`config.mk`:
```
export PLATFORM = sky130hd
export DESIGN_NAME = multicycle_main_control
export DESIGN_NICKNAME = d
export VERILOG_FILES = /design/src/rtl/multicycle_main_control_pkg.sv /design/src/rtl/multicycle_next_state.sv /design/src/rtl/multicycle_main_control.sv
export SDC_FILE = /design/constraint.sdc
export NUM_CORES = 1
export LEC_CHECK = 0
export CORE_MARGIN = 4
export CORE_UTILIZATION = 42
export DETAILED_ROUTE_END_ITERATION = 8
export PLACE_DENSITY_LB_ADDON = 0.25
export SLEW_MARGIN = 20
export SYNTH_ARGS = -nofsm -noshare
export SYNTH_HDL_FRONTEND = slang
export SYNTH_SLANG_ARGS = --single-unit
```
`constraint.sdc`:
```
create_clock -name clk -period 3.1 [get_ports clk]
set_clock_uncertainty 0.1 [all_clocks]
set_input_delay 0.465 -clock clk [delete_from_list [all_inputs] [get_ports clk]]
set_output_delay 0.465 -clock clk [all_outputs]
set_load 0.05 [all_outputs]
```
`src/rtl/multicycle_main_control_pkg.sv`:
```
// Shared encodings for the multi-cycle MIPS main control: states, opcodes, AluOp and mux selects.
// The TRAP state exists only when MULTICYCLE_ILLEGAL_TRAP_EN is defined.
package multicycle_main_control_pkg;

    typedef enum logic [3:0] {
        ST_FETCH    = 4'd0,
        ST_DECODE   = 4'd1,
        ST_MEM_ADDR = 4'd2,
        ST_MEM_RD   = 4'd3,
        ST_MEM_WB   = 4'd4,
        ST_MEM_WR   = 4'd5,
        ST_EXEC_R   = 4'd6,
        ST_WB_R     = 4'd7,
        ST_EXEC_I   = 4'd8,
        ST_WB_I     = 4'd9,
        ST_BRANCH   = 4'd10,
        ST_JUMP     = 4'd11
`ifdef MULTICYCLE_ILLEGAL_TRAP_EN
        ,ST_TRAP    = 4'd12
`endif
    } state_t;

    localparam logic [5:0] OP_RTYPE = 6'b000000;
    localparam logic [5:0] OP_LW    = 6'b100011;
    localparam logic [5:0] OP_SW    = 6'b101011;
    localparam logic [5:0] OP_BEQ   = 6'b000100;
    localparam logic [5:0] OP_BNE   = 6'b000101;
    localparam logic [5:0] OP_ADDI  = 6'b001000;
    localparam logic [5:0] OP_ANDI  = 6'b001100;
    localparam logic [5:0] OP_ORI   = 6'b001101;
    localparam logic [5:0] OP_J     = 6'b000010;

    localparam logic [2:0] ALU_OP_ADD   = 3'd0;
    localparam logic [2:0] ALU_OP_SUB   = 3'd1;
    localparam logic [2:0] ALU_OP_AND   = 3'd2;
    localparam logic [2:0] ALU_OP_OR    = 3'd3;
    localparam logic [2:0] ALU_OP_FUNCT = 3'd4;

    localparam logic [1:0] PC_SRC_ALU    = 2'b00;
    localparam logic [1:0] PC_SRC_ALUOUT = 2'b01;
    localparam logic [1:0] PC_SRC_JUMP   = 2'b10;

    localparam logic [1:0] ALU_B_REGB    = 2'b00;
    localparam logic [1:0] ALU_B_FOUR    = 2'b01;
    localparam logic [1:0] ALU_B_IMM     = 2'b10;
    localparam logic [1:0] ALU_B_IMM_SH2 = 2'b11;

    // Bundle of every strobe the control drives; all-zero is the idle/no-write word.
    typedef struct packed {
        logic       mem_req;
        logic       mem_we;
        logic       iord;
        logic       ir_we;
        logic       pc_we;
        logic [1:0] pc_src;
        logic       alu_src_a;
        logic [1:0] alu_src_b;
        logic [2:0] alu_op;
        logic       reg_we;
        logic       reg_dst;
        logic       mem_to_reg;
    } ctrl_t;

    localparam ctrl_t CTRL_IDLE = '0;

    // Immediate-ALU instructions pick their AluOp straight from the opcode.
    function automatic logic [2:0] alu_op_for_imm(input logic [5:0] op);
        logic [2:0] r_op;
        case (op)
            OP_ANDI: r_op = ALU_OP_AND;
            OP_ORI:  r_op = ALU_OP_OR;
            default: r_op = ALU_OP_ADD;
        endcase
        return r_op;
    endfunction

endpackage

```
`src/rtl/multicycle_next_state.sv`:
```
// Next-state function of the multi-cycle main control; purely combinational.
// Undefined opcodes go to TRAP when MULTICYCLE_ILLEGAL_TRAP_EN is defined, else back to FETCH.
module multicycle_next_state
    import multicycle_main_control_pkg::*;
(
    input  state_t      i_state,
    input  logic [5:0]  i_opcode,
    input  logic        i_mem_ready,
    output state_t      o_state_next
);

    always_comb begin
        o_state_next = i_state;
        case (i_state)
            ST_FETCH: begin
                if (i_mem_ready) begin
                    o_state_next = ST_DECODE;
                end
            end
            ST_DECODE: begin
                case (i_opcode)
                    OP_RTYPE:        o_state_next = ST_EXEC_R;
                    OP_LW, OP_SW:    o_state_next = ST_MEM_ADDR;
                    OP_BEQ, OP_BNE:  o_state_next = ST_BRANCH;
                    OP_ADDI, OP_ANDI,
                    OP_ORI:          o_state_next = ST_EXEC_I;
                    OP_J:            o_state_next = ST_JUMP;
`ifdef MULTICYCLE_ILLEGAL_TRAP_EN
                    default:         o_state_next = ST_TRAP;
`else
                    default:         o_state_next = ST_FETCH;
`endif
                endcase
            end
            ST_MEM_ADDR: begin
                o_state_next = (i_opcode == OP_SW) ? ST_MEM_WR : ST_MEM_RD;
            end
            ST_MEM_RD: begin
                if (i_mem_ready) begin
                    o_state_next = ST_MEM_WB;
                end
            end
            ST_MEM_WB:  o_state_next = ST_FETCH;
            ST_MEM_WR: begin
                if (i_mem_ready) begin
                    o_state_next = ST_FETCH;
                end
            end
            ST_EXEC_R:  o_state_next = ST_WB_R;
            ST_WB_R:    o_state_next = ST_FETCH;
            ST_EXEC_I:  o_state_next = ST_WB_I;
            ST_WB_I:    o_state_next = ST_FETCH;
            ST_BRANCH:  o_state_next = ST_FETCH;
            ST_JUMP:    o_state_next = ST_FETCH;
`ifdef MULTICYCLE_ILLEGAL_TRAP_EN
            ST_TRAP:    o_state_next = ST_TRAP;
`endif
            default:    o_state_next = ST_FETCH;
        endcase
    end

endmodule

```
`src/rtl/multicycle_main_control.sv`:
```
// Multi-cycle MIPS main control: state register plus Moore output decode (FETCH and BRANCH
// write enables also look at mem_ready / zero). MULTICYCLE_ILLEGAL_TRAP_EN enables the sticky TRAP.
module multicycle_main_control
    import multicycle_main_control_pkg::*;
(
    input  logic        clk,
    input  logic        rst,
    input  logic [5:0]  opcode,
    input  logic        zero,
    input  logic        mem_ready,
    output logic        mem_req,
    output logic        mem_we,
    output logic        iord,
    output logic        ir_we,
    output logic        pc_we,
    output logic [1:0]  pc_src,
    output logic        alu_src_a,
    output logic [1:0]  alu_src_b,
    output logic [2:0]  alu_op,
    output logic        reg_we,
    output logic        reg_dst,
    output logic        mem_to_reg,
    output logic [3:0]  state,
    output logic        illegal
);

    state_t r_state;
    state_t w_state_next;
    ctrl_t  w_ctrl;
    ctrl_t  w_ctrl_out;

    always_ff @(posedge clk or posedge rst) begin
        if (rst) begin
            r_state <= ST_FETCH;
        end else begin
            r_state <= w_state_next;
        end
    end

    multicycle_next_state u_next_state (
        .i_state      (r_state),
        .i_opcode     (opcode),
        .i_mem_ready  (mem_ready),
        .o_state_next (w_state_next)
    );

    always_comb begin
        w_ctrl = CTRL_IDLE;
        case (r_state)
            ST_FETCH: begin
                w_ctrl.mem_req   = 1'b1;
                w_ctrl.alu_src_b = ALU_B_FOUR;
                w_ctrl.alu_op    = ALU_OP_ADD;
                w_ctrl.pc_src    = PC_SRC_ALU;
                w_ctrl.ir_we     = mem_ready;
                w_ctrl.pc_we     = mem_ready;
            end
            ST_DECODE: begin
                w_ctrl.alu_src_b = ALU_B_IMM_SH2;
                w_ctrl.alu_op    = ALU_OP_ADD;
            end
            ST_MEM_ADDR: begin
                w_ctrl.alu_src_a = 1'b1;
                w_ctrl.alu_src_b = ALU_B_IMM;
                w_ctrl.alu_op    = ALU_OP_ADD;
            end
            ST_MEM_RD: begin
                w_ctrl.mem_req = 1'b1;
                w_ctrl.iord    = 1'b1;
            end
            ST_MEM_WB: begin
                w_ctrl.reg_we     = 1'b1;
                w_ctrl.mem_to_reg = 1'b1;
            end
            ST_MEM_WR: begin
                w_ctrl.mem_req = 1'b1;
                w_ctrl.iord    = 1'b1;
                w_ctrl.mem_we  = 1'b1;
            end
            ST_EXEC_R: begin
                w_ctrl.alu_src_a = 1'b1;
                w_ctrl.alu_src_b = ALU_B_REGB;
                w_ctrl.alu_op    = ALU_OP_FUNCT;
            end
            ST_WB_R: begin
                w_ctrl.reg_we  = 1'b1;
                w_ctrl.reg_dst = 1'b1;
            end
            ST_EXEC_I: begin
                w_ctrl.alu_src_a = 1'b1;
                w_ctrl.alu_src_b = ALU_B_IMM;
                w_ctrl.alu_op    = alu_op_for_imm(opcode);
            end
            ST_WB_I: begin
                w_ctrl.reg_we = 1'b1;
            end
            ST_BRANCH: begin
                w_ctrl.alu_src_a = 1'b1;
                w_ctrl.alu_src_b = ALU_B_REGB;
                w_ctrl.alu_op    = ALU_OP_SUB;
                w_ctrl.pc_src    = PC_SRC_ALUOUT;
                w_ctrl.pc_we     = (opcode == OP_BNE) ? ~zero : zero;
            end
            ST_JUMP: begin
                w_ctrl.pc_src = PC_SRC_JUMP;
                w_ctrl.pc_we  = 1'b1;
            end
            default: begin
                w_ctrl = CTRL_IDLE;
            end
        endcase
    end

    // Reset kills every strobe combinationally so an in-flight request drops in the same cycle.
    assign w_ctrl_out = rst ? CTRL_IDLE : w_ctrl;

    assign mem_req    = w_ctrl_out.mem_req;
    assign mem_we     = w_ctrl_out.mem_we;
    assign iord       = w_ctrl_out.iord;
    assign ir_we      = w_ctrl_out.ir_we;
    assign pc_we      = w_ctrl_out.pc_we;
    assign pc_src     = w_ctrl_out.pc_src;
    assign alu_src_a  = w_ctrl_out.alu_src_a;
    assign alu_src_b  = w_ctrl_out.alu_src_b;
    assign alu_op     = w_ctrl_out.alu_op;
    assign reg_we     = w_ctrl_out.reg_we;
    assign reg_dst    = w_ctrl_out.reg_dst;
    assign mem_to_reg = w_ctrl_out.mem_to_reg;
    assign state      = r_state;

`ifdef MULTICYCLE_ILLEGAL_TRAP_EN
    assign illegal = ~rst & (r_state == ST_TRAP);
`else
    assign illegal = 1'b0;
`endif

endmodule

```
==> metrics, run 1 <==
status=finished, final reports clean; Hold EP=state[0]; WP data required=around 2500 ps; RSZ-0062 raised after global routing=false; Post-Syn Area=632 µm²; Post-Route Utilization=0.715; Final min period=2850 ps; H-tree depth=1; Synth Area in Adders=0; mux contribution to synthesized area=0.0158; antenna violations before repair=0; Tightest Hold Check Type=reg2reg; drt drc=0; relative slew slack=0.551; Sink Count=4; Syn Area/Cell=6.72 µm²; global-route wire length before repair=~3200 µm; antenna diode count=0; Max Cap Viol=0; VDD IR-drop max=485 µV; worst skew pair latency=~230 ps; IO buf count=29; die width=~47 µm; vias per cell=6.07; largest family of logic cells by synthesized area=simple AND/OR/NAND/NOR gates; setup ws final=252 ps; fraction of layout cells with a size suffix above 1=0.231; # setup viols final=0; 1st-iter DRT viols=43; drt pass-1 iters=4; Antenna Nets Post-Route=0; CTS Hold Bufs=0; R2R setup slack=1480 ps; num ports=31; Tightest Pin Transition=673 ps; largest net degree at the start of global routing=21; number of flops mapped to enable cells by yosys=0; Netlist cell types=39; Async S/R FF share, synth=1.00; CTS tree=done; cell count after placement=between 100 and 150; worst slack, placed=324 ps; Critical R2R Launch=state[2]; row count=13; gr ovfl total=0; synth warn=0; Initial Util=0.462; cell count after synthesis=94; root buf cell=clkbuf_4; Tot GR Track Use=0.200; Crit Path Class=reg2out; number of synthesized register bits=4; Largest register FFs=4; Main synth FF type=dfrtp_1; number of global-route vias before repair=just over 700; worst hold stages=2; Syn Nets=104; # resized after CTS=0; WL final=2010 µm; Reg clk slew, reported paths=roughly 30 ps; Hold Crit Start=state[0]; Crit. End Element=output pin; PwrDens=730 nW/µm²; clk buf depth=2; Final period util=0.919; Post-Synth Simple-Gate Area=0.444; Arr. time, crit path=between 2000 and 2500 ps; DP HPWL=1510 µm; total number of vias=825; GP Congestion=between 0.8 and 0.9; register area share after synthesis=0.158; Layout area overhead=54.7%; Num CTS Buffers=3; Die Y=about 47 µm; CORE AREA=1370 µm²; Hold Vio Cnt, Final=0; CP Max Fanout=20; Startpoint Class=flip-flop; Synth Area in XOR/XNOR=0.0416; setup bufs post-CTS=0; Final Instance Count excl. Fillers=136; Nets=133; reg-to-reg endpoint=state[2]; Lkg Pwr=0.380 nW; area fraction in compound gates after synthesis=0.228; average routed wire per standard cell=14.8 µm; TNS Setup=0 ps; Die ar.=~2200 µm²; worst-case reg-to-reg path depth=5; fmax=351 MHz; fin. max-slew vios=0
[synth_stat cells, types with 2 or more instances]
master	instances	area share
nand3b_1	2	0.024
a2111oi_0	2	0.028
o21ai_0	4	0.032
nor3_1	4	0.032
a31oi_1	2	0.020
o211ai_1	2	0.024
clkbuf_1	2	0.012
xor2_1	2	0.028
a21oi_1	5	0.040
buf_4	2	0.024
nor4b_1	2	0.028
and3_1	2	0.020
inv_1	4	0.024
nand3_1	2	0.016
nand2_1	9	0.053
nor2_1	15	0.089
dfrtp_1	4	0.16
nor4_1	6	0.059
buf_2	3	0.024
[worst max-delay path: stages (launching register included)]
cell             delay (ps)
dfrtp_1                 610
nor3b_1                 290
a21oi_1                  60
a2bb2oi_1               160
nor2_1                  110
clkdlybuf4s50_1         820
[through the flow]
| step | hold slack [ps] | total power [mW] | area (µm²) |
|---|---|---|---|
| detailed placement | 608 | 0.644 | 955 |
| floorplan | 380 | 0.486 | 663 |
| global route | 665 | 0.758 | 977 |
| CTS | 619 | 0.710 | 977 |
| finish | 625 | 0.713 | 977 |
| global placement | 620 | 0.639 | 955 |
[how the worst max path moves through the flow]
| stage | start | to | cells after the start |
|---|---|---|---|
| global placement | opcode[1] | pc_we | 6 |
| detailed placement | rst | iord | 3 |
| finish | state[1] | reg_we | 5 |
| CTS | state[1] | reg_we | 5 |
| floorplan | state[3] | alu_src_b[1] | 4 |
| global route | state[1] | reg_we | 5 |
[report_power, final]
part           switching (mW)  internal (mW)
registers              0.0493         0.0681
clock network          0.0208         0.0433
logic                   0.349          0.183
[placed cells by master (no fill, tap or decap), types with 3 or more instances in the layout]
master           count
dfrtp_1              4
clkdlybuf4s50_1     16
nor4_1               3
clkbuf_4             3
nor3_1               4
buf_4               14
o21ai_0              4
nor2_1              15
buf_12               3
inv_1                4
a2111oi_2            3
nor4_2               4
a21oi_1              5
nand2_1              9
[logic make-up (layout without fill, tap and decap cells)]
group / after synthesis / count (layout)
and+or+nand+nor: 51 / 51
AOI/OAI and AO/OA: 21 / 21
buffers and inverters: 13 / 40
DFF: 4 / 4
xor gates and xnor gates: 3 / 3
other: 1 / 1
muxes: 1 / 1
[metal layers]
layer,part of all wire,vias up,track usage
li1,-,396,-
met2,0.51,41,0.347
met4,0,0,0.0552
met3,0.082,0,0.0230
met1,0.41,388,0.262
met5,0,-,0
[final cells by class]
class                   count  area [µm²]
multi-input cells          77         495
fillers                   126         389
repair buffers             33         325
flip-flops and latches      4         100
clock buffers               3        22.5
well taps                  15        18.8
inverters                   4        15.0
No activity file was read; power rests on OpenSTA's default activity.
==> run 2, diff against run 1 <==
SLEW_MARGIN = 0   (was 20)
==> results of run 2 <==
The final DEF is identical to that of run 1; final timing and power are the same.
